==> src/rtl/looper_pkg.sv <==
// Shared widths, FSM state encoding and address packing for the 8-bank looper sequencer.
package looper_pkg;

    localparam int unsigned BLOCK_W    = 23;
    localparam int unsigned BANK_W     = 3;
    localparam int unsigned NUM_BANKS  = 8;
    localparam int unsigned MAX_BLOCKS = 8000000;
    localparam int unsigned ADDR_W     = 1 + BLOCK_W + BANK_W;

    typedef enum logic [2:0] {
        StIdle,
        StSweep,
        StGap,
        StDel,
        StDelGap
    } seq_state_e;

    function automatic logic [ADDR_W-1:0] pack_addr(input logic [BLOCK_W-1:0] block,
                                                     input logic [BANK_W-1:0]  bank);
        return {1'b0, block, bank};
    endfunction

endpackage

==> src/rtl/loop_len_ctrl.sv <==
// Block pointer, loop length and active-bank map: first-take sizing, wrap-around and
// the bookkeeping side of bank deletion.
module loop_len_ctrl
    import looper_pkg::*;
#(
    parameter int unsigned MaxBlocks = MAX_BLOCKS
) (
    input  logic                 clk_i,
    input  logic                 rst_ni,
    input  logic                 idle_i,
    input  logic                 recording_i,
    input  logic                 advance_i,
    input  logic                 wr_done_i,
    input  logic [BANK_W-1:0]    wr_bank_i,
    input  logic                 del_start_i,
    input  logic                 del_step_i,
    input  logic                 del_fin_i,
    input  logic [BANK_W-1:0]    del_bank_i,
    output logic [BLOCK_W-1:0]   cur_block_o,
    output logic [BLOCK_W-1:0]   max_block_o,
    output logic [NUM_BANKS-1:0] active_o,
    output logic                 del_last_o
);

    localparam logic [BLOCK_W-1:0] LastBlk  = BLOCK_W'(MaxBlocks - 1);
    localparam logic [BLOCK_W-1:0] LimitLen = BLOCK_W'(MaxBlocks);
    localparam logic [BLOCK_W-1:0] One      = BLOCK_W'(1);

    logic [BLOCK_W-1:0]   cur_q, cur_d, max_q, max_d;
    logic [NUM_BANKS-1:0] act_q, act_d;
    logic                 rec_q, pend_q, pend_d;
    logic                 rec_fall, take_end;

    // A take that ends mid-sweep is held pending so mem_a never moves under a live request.
    assign rec_fall = rec_q & ~recording_i;
    assign take_end = (pend_q | rec_fall) & (max_q == '0) & idle_i;
    assign pend_d   = (pend_q | rec_fall) & (max_q == '0) & ~idle_i;

    always_comb begin
        cur_d = cur_q;
        max_d = max_q;
        act_d = act_q;
        if (wr_done_i) begin
            act_d[wr_bank_i] = 1'b1;
        end
        if (advance_i) begin
            if (max_q != '0) begin
                cur_d = (cur_q == max_q - One) ? '0 : cur_q + One;
            end else if (cur_q == LastBlk) begin
                max_d = LimitLen;
                cur_d = '0;
            end else begin
                cur_d = cur_q + One;
            end
        end
        // After the sweep has advanced, cur_q counts the blocks written; zero leaves max unset.
        if (take_end) begin
            max_d = cur_q;
            cur_d = '0;
        end
        if (del_start_i) begin
            cur_d = '0;
        end
        if (del_step_i) begin
            cur_d = cur_q + One;
        end
        if (del_fin_i) begin
            act_d[del_bank_i] = 1'b0;
            cur_d             = '0;
            if (act_d == '0) begin
                max_d = '0;
            end
        end
    end

    always_ff @(posedge clk_i) begin
        if (!rst_ni) begin
            cur_q  <= '0;
            max_q  <= '0;
            act_q  <= '0;
            rec_q  <= 1'b0;
            pend_q <= 1'b0;
        end else begin
            cur_q  <= cur_d;
            max_q  <= max_d;
            act_q  <= act_d;
            rec_q  <= recording_i;
            pend_q <= pend_d;
        end
    end

    assign cur_block_o = cur_q;
    assign max_block_o = max_q;
    assign active_o    = act_q;
    assign del_last_o  = (max_q == '0) || (cur_q == max_q - One);

endmodule

==> src/rtl/loop_addr_seq.sv <==
// Per-tick 8-bank access sequencer and delete-by-zero-fill engine in front of the
// memory controller; request/ack handshake with a one-cycle gap between accesses.
module loop_addr_seq
    import looper_pkg::*;
(
    input  logic                 clk_100MHz,
    input  logic                 rstn,
    input  logic                 sample_tick,
    input  logic                 playing,
    input  logic                 recording,
    input  logic [BANK_W-1:0]    rec_bank,
    input  logic                 del_req,
    input  logic [BANK_W-1:0]    del_bank,
    input  logic                 mem_ack,
    output logic                 mem_req,
    output logic                 mem_we,
    output logic [ADDR_W-1:0]    mem_a,
    output logic                 write_zero,
    output logic [BANK_W-1:0]    current_bank,
    output logic [BLOCK_W-1:0]   current_block,
    output logic [BLOCK_W-1:0]   max_block,
    output logic [NUM_BANKS-1:0] active,
    output logic                 del_done,
    output logic                 overrun
);

    localparam logic [BANK_W-1:0] LastBank = BANK_W'(NUM_BANKS - 1);

    seq_state_e        state_q, state_d;
    logic [BANK_W-1:0] bank_q, bank_d;
    logic              we_q, we_d, wz_q, wz_d;
    logic              done_q, done_d, ovr_q, ovr_d;
    logic              advance, wr_done, del_start, del_step, del_fin, del_last;

    always_comb begin
        state_d   = state_q;
        bank_d    = bank_q;
        we_d      = we_q;
        wz_d      = wz_q;
        done_d    = 1'b0;
        ovr_d     = ovr_q | (sample_tick & (state_q != StIdle));
        advance   = 1'b0;
        wr_done   = 1'b0;
        del_start = 1'b0;
        del_step  = 1'b0;
        del_fin   = 1'b0;
        case (state_q)
            StIdle: begin
                if (sample_tick && (playing || recording)) begin
                    state_d = StSweep;
                    bank_d  = '0;
                    we_d    = recording && (rec_bank == '0);
                    wz_d    = 1'b0;
                end else if (del_req && !playing && !recording) begin
                    if (active[del_bank]) begin
                        state_d   = StDel;
                        bank_d    = del_bank;
                        del_start = 1'b1;
                        we_d      = 1'b1;
                        wz_d      = 1'b1;
                    end else begin
                        done_d = 1'b1;
                    end
                end
            end
            StSweep: begin
                if (mem_ack) begin
                    we_d    = 1'b0;
                    wr_done = we_q;
                    if (bank_q == LastBank) begin
                        advance = 1'b1;
                        state_d = StIdle;
                    end else begin
                        bank_d  = bank_q + BANK_W'(1);
                        state_d = StGap;
                    end
                end
            end
            StGap: begin
                state_d = StSweep;
                we_d    = recording && (bank_q == rec_bank);
            end
            StDel: begin
                if (mem_ack) begin
                    we_d = 1'b0;
                    wz_d = 1'b0;
                    if (del_last) begin
                        del_fin = 1'b1;
                        done_d  = 1'b1;
                        state_d = StIdle;
                    end else begin
                        del_step = 1'b1;
                        state_d  = StDelGap;
                    end
                end
            end
            StDelGap: begin
                state_d = StDel;
                we_d    = 1'b1;
                wz_d    = 1'b1;
            end
            default: state_d = StIdle;
        endcase
    end

    always_ff @(posedge clk_100MHz) begin
        if (!rstn) begin
            state_q <= StIdle;
            bank_q  <= '0;
            we_q    <= 1'b0;
            wz_q    <= 1'b0;
            done_q  <= 1'b0;
            ovr_q   <= 1'b0;
        end else begin
            state_q <= state_d;
            bank_q  <= bank_d;
            we_q    <= we_d;
            wz_q    <= wz_d;
            done_q  <= done_d;
            ovr_q   <= ovr_d;
        end
    end

    loop_len_ctrl #(
        .MaxBlocks (MAX_BLOCKS)
    ) u_len_ctrl (
        .clk_i       (clk_100MHz),
        .rst_ni      (rstn),
        .idle_i      (state_q == StIdle),
        .recording_i (recording),
        .advance_i   (advance),
        .wr_done_i   (wr_done),
        .wr_bank_i   (bank_q),
        .del_start_i (del_start),
        .del_step_i  (del_step),
        .del_fin_i   (del_fin),
        .del_bank_i  (bank_q),
        .cur_block_o (current_block),
        .max_block_o (max_block),
        .active_o    (active),
        .del_last_o  (del_last)
    );

    assign mem_req      = (state_q == StSweep) || (state_q == StDel);
    assign mem_we       = we_q;
    assign write_zero   = wz_q;
    assign mem_a        = pack_addr(current_block, bank_q);
    assign current_bank = bank_q;
    assign del_done     = done_q;
    assign overrun      = ovr_q;

endmodule

==> config.mk <==
export PLATFORM = sky130hd
export DESIGN_NAME = loop_addr_seq
export DESIGN_NICKNAME = d
export VERILOG_FILES = /design/src/rtl/looper_pkg.sv /design/src/rtl/loop_len_ctrl.sv /design/src/rtl/loop_addr_seq.sv
export SDC_FILE = /design/constraint.sdc
export NUM_CORES = 1
export LEC_CHECK = 0
export ABC_AREA = 1
export ABC_CLOCK_PERIOD_IN_PS = 2750
export CAP_MARGIN = 25
export CORE_ASPECT_RATIO = 0.75
export CORE_MARGIN = 2
export CORE_UTILIZATION = 50
export DETAILED_ROUTE_END_ITERATION = 10
export PLACE_DENSITY = 0.88
export SLEW_MARGIN = 10
export SYNTH_ARGS = -nofsm -noshare
export SYNTH_HDL_FRONTEND = slang
export SYNTH_SLANG_ARGS = --single-unit
==> constraint.sdc <==
create_clock -name clk_100MHz -period 2.75 [get_ports clk_100MHz]
set_clock_uncertainty 0.1 [all_clocks]
set_input_delay 0.55 -clock clk_100MHz [delete_from_list [all_inputs] [get_ports clk_100MHz]]
set_output_delay 0.55 -clock clk_100MHz [all_outputs]
set_load 0.02 [all_outputs]
==> results.toml <==
[status]
status = "finished clean"

[clock_tree]
cts_buffers = 9
ctsHtreeMaxLevel = 3
root_buffer = "clkbuf_16"
clk_pin_slew_worst_paths_ps = 50
cts_buffer_depth = 2
cts_tree = "done"
clock_latency_ps = 330
clock-sinks = 66

[routing]
wl_per_cell_um = 15.6
drt_iter0_markers = 679
final_antenna_net_count = 0
post_drt_via_cell_ratio = 5.52
num_vias = 5364
dr.pass1.iters = 6
routed_wl_um = 15100
drc = 0

[critical_path]
worst-setup-path-type = "reg -> reg"
cp-start-kind = "register"
endpoint_kind = "register"
r2r_cells = 18
slowest_stage = "dfxtp_2"
cp_max_fo = 6
crit_arrival_ps = 2830
r2r_start = "u_len_ctrl.max_block_o[1]"
critical_path.max_stage_delay_ps = 360
reg2reg_to = "u_len_ctrl.cur_block_o[20]"
r2r_slack_ps = 40
cp_cell_sequence = "inv_1 > ha_4 > nand2_1 > inv_1 > nor2_1 > nand2_1 > nor2_1 > nand3_1 > nor2_1 > nand2_1 > nor2_2 > nand4_1 > nand2_2 > nand2_4 > nand2_4 > clkinvlp_4 > nand2_1 > nor2_1"
worst_ep_required_time_ps = 2870

[timing]
setup_violations = 0
worst_pin_slew_ps = 615
max_freq_mhz = 369
drv_slew = 0
fin_crit_sh = 0.984
period_minus_slack_ps = 2710
slew_headroom = 0.589
finalHoldViolations = 0
tns_ps = 0

[synthesis]
syn_area_per_cell_sq_um = 6.21
syn_nets = 772
ys_seq_elements = 66
synth_cell_type_count = 34
ys_seq_area_frac = 0.282
yosysWarnings = 0
synth_cells = 754
synthesis.area_sq_mm = 0.00468

[hold_path]
hp-start = "overrun"
min_to = "overrun"
worstHoldPathCells = 2
hp-class = "reg -> reg"

[grt]
antenna_found_initial = 0
grt_pass1_wl_um = 23200
grt-ovfl-total = 0
grt_max_degree = 31
grt_pass1_vias = 4662
grtUsageTotal = 0.288

[cells_and_area]
final_area_sq_mm = 0.00616
syn_to_final_growth_pct = 31.6
nNetsFinal = 858
fillers = 726
layout-drive-gt1-share = 0.122
antennaDiodeCount = 0

[die]
start_util = 0.516
die_x_um = 116
die_h_um = 87.8
row_count = 30
ios = 102
die_area_sq_mm = 0.0102
core_region_area_sq_mm = 0.00908

[power]
power_uw = 3670
vdd_ir_drop_max_mv = 0.364
powerDensity_mw_per_mm2 = 596
power_leakage_uw = 0.00280

[flow_run]
max_cap_viol_count = 0

[place]
dpl_cell_area_sq_mm = 0.00574
io_buffers = 100
dp_hpwl_um = 10700
place_congestion = 0.958
==> cell usage after synthesis, drive strengths merged <==
cell,n,share of area
xor2,20,0.037
buf,39,0.061
o21a,2,0.0032
ha,5,0.013
nor4,6,0.0080
a221oi,1,0.0019
o31ai,1,0.0016
nand4,11,0.015
o211ai,9,0.014
o21ai,31,0.036
a21oi,51,0.054
o21bai,5,0.0080
xnor2,11,0.021
nor2,124,0.11
or3,1,0.0013
nand3b,2,0.0032
nand2,165,0.13
inv,93,0.075
clkbuf,20,0.016
nand3,71,0.076
conb,1,0.00080
o22ai,7,0.0093
o41ai,1,0.0019
a31oi,1,0.0013
nor3,9,0.0096
clkinv,1,0.00080
dfxtp,66,0.28
==> routing by layer <==
| metal | global-route usage | share of wire | up-vias | routed length (um) |
|---|---|---|---|---|
| met5 | 0 | 0 | - | 0 |
| met4 | 0.0639 | 0.020 | 0 | 298 |
| met3 | 0.0595 | 0.12 | 38 | 1860 |
| met2 | 0.430 | 0.43 | 338 | 6480 |
| met1 | 0.428 | 0.43 | 2425 | 6500 |
| li1 | - | - | 2563 | - |
==> state kept, by name, indices dropped and copies added (netlist names) <==
name / cells
current_bank: 3
mem_we: 1
u_len_ctrl.active_o: 8
u_len_ctrl.max_block_o: 23
write_zero: 1
u_len_ctrl.pend_q: 1
u_len_ctrl.rec_q: 1
u_len_ctrl.cur_block_o: 23
overrun: 1
del_done: 1
state_q: 3
==> cells by family (layout without fill, tap and decap cells) <==
| kind of cell | count (synthesis) | count (layout) | synth area share |
|---|---|---|---|
| DFF | 66 | 66 | 0.282 |
| other | 1 | 1 | 0.000801 |
| and+or+nand+nor | 389 | 390 | 0.361 |
| xor gates and xnor gates | 31 | 31 | 0.0580 |
| adders and majority gates | 5 | 5 | 0.0134 |
| buffers and inverters | 153 | 242 | 0.153 |
| AOI/OAI and AO/OA | 109 | 109 | 0.132 |
==> layout make-up <==
cell class              count  area, sq um  area share
multi-input cells         536         2750       0.446
flip-flops and latches     66         1330       0.216
repair buffers            132         1270       0.206
inverters                  94          357      0.0578
clock buffers              12          246      0.0400
well taps                 128          160      0.0260
clock inverters             3         40.0     0.00649
repair inverters            1         7.51     0.00122
==> worst max path at each step <==
stage               slack (ps)                  startpoint  depth (start not counted)                    endpoint
detailed placement         -30                 del_bank[0]                         13  u_len_ctrl.cur_block_o[16]
finish                      40   u_len_ctrl.max_block_o[1]                         18  u_len_ctrl.cur_block_o[20]
global placement           100                 del_bank[0]                         13  u_len_ctrl.cur_block_o[18]
global route               -40  u_len_ctrl.max_block_o[15]                         16  u_len_ctrl.cur_block_o[20]
CTS                         20   u_len_ctrl.max_block_o[0]                         18  u_len_ctrl.cur_block_o[15]
floorplan                  240   u_len_ctrl.max_block_o[0]                         17   u_len_ctrl.max_block_o[9]
==> where the power goes <==
group	switching (uW)	internal, uW
registers	133	1030
clock network	398	718
logic	862	529
total	1390	2280
==> worst max-delay path, delay by kind of cell (launching register included) <==
family,cells,cell delay [ps]
adder cells (fa/ha/maj),1,230
AND/OR/NAND/NOR,14,1540
buffers and inverters,3,360
flip-flops,1,360
==> placed cells by master (no fill, tap or decap), types with 9 or more instances in the layout <==
cell,instances
nor2_2,20
clkdlybuf4s50_1,100
clkbuf_16,9
dfxtp_1,57
nand4_1,11
nand2_1,152
dfxtp_2,9
nor2_1,99
a21oi_1,51
xnor2_1,11
inv_1,90
o211ai_1,9
nand3_1,69
nand2_2,9
buf_4,29
xor2_1,20
o21ai_0,30
==> metrics by stage <==
stage,instances,setup WS (ps),utilization,hold slack [ps]
floorplan,754,243,-,386
global placement,954,103,0.632,345
detailed placement,954,-32.3,0.632,354
CTS,969,15.6,0.663,366
global route,972,-36.4,0.679,442
finish,972,43.0,0.679,369
==> timing repair <==
item	in CTS	in global routing
setup buffers	0	1
setup endpoints to repair	0	54
gates resized for setup	0	40
hold buffers	0	0
Power figures use the tool's default switching activity.
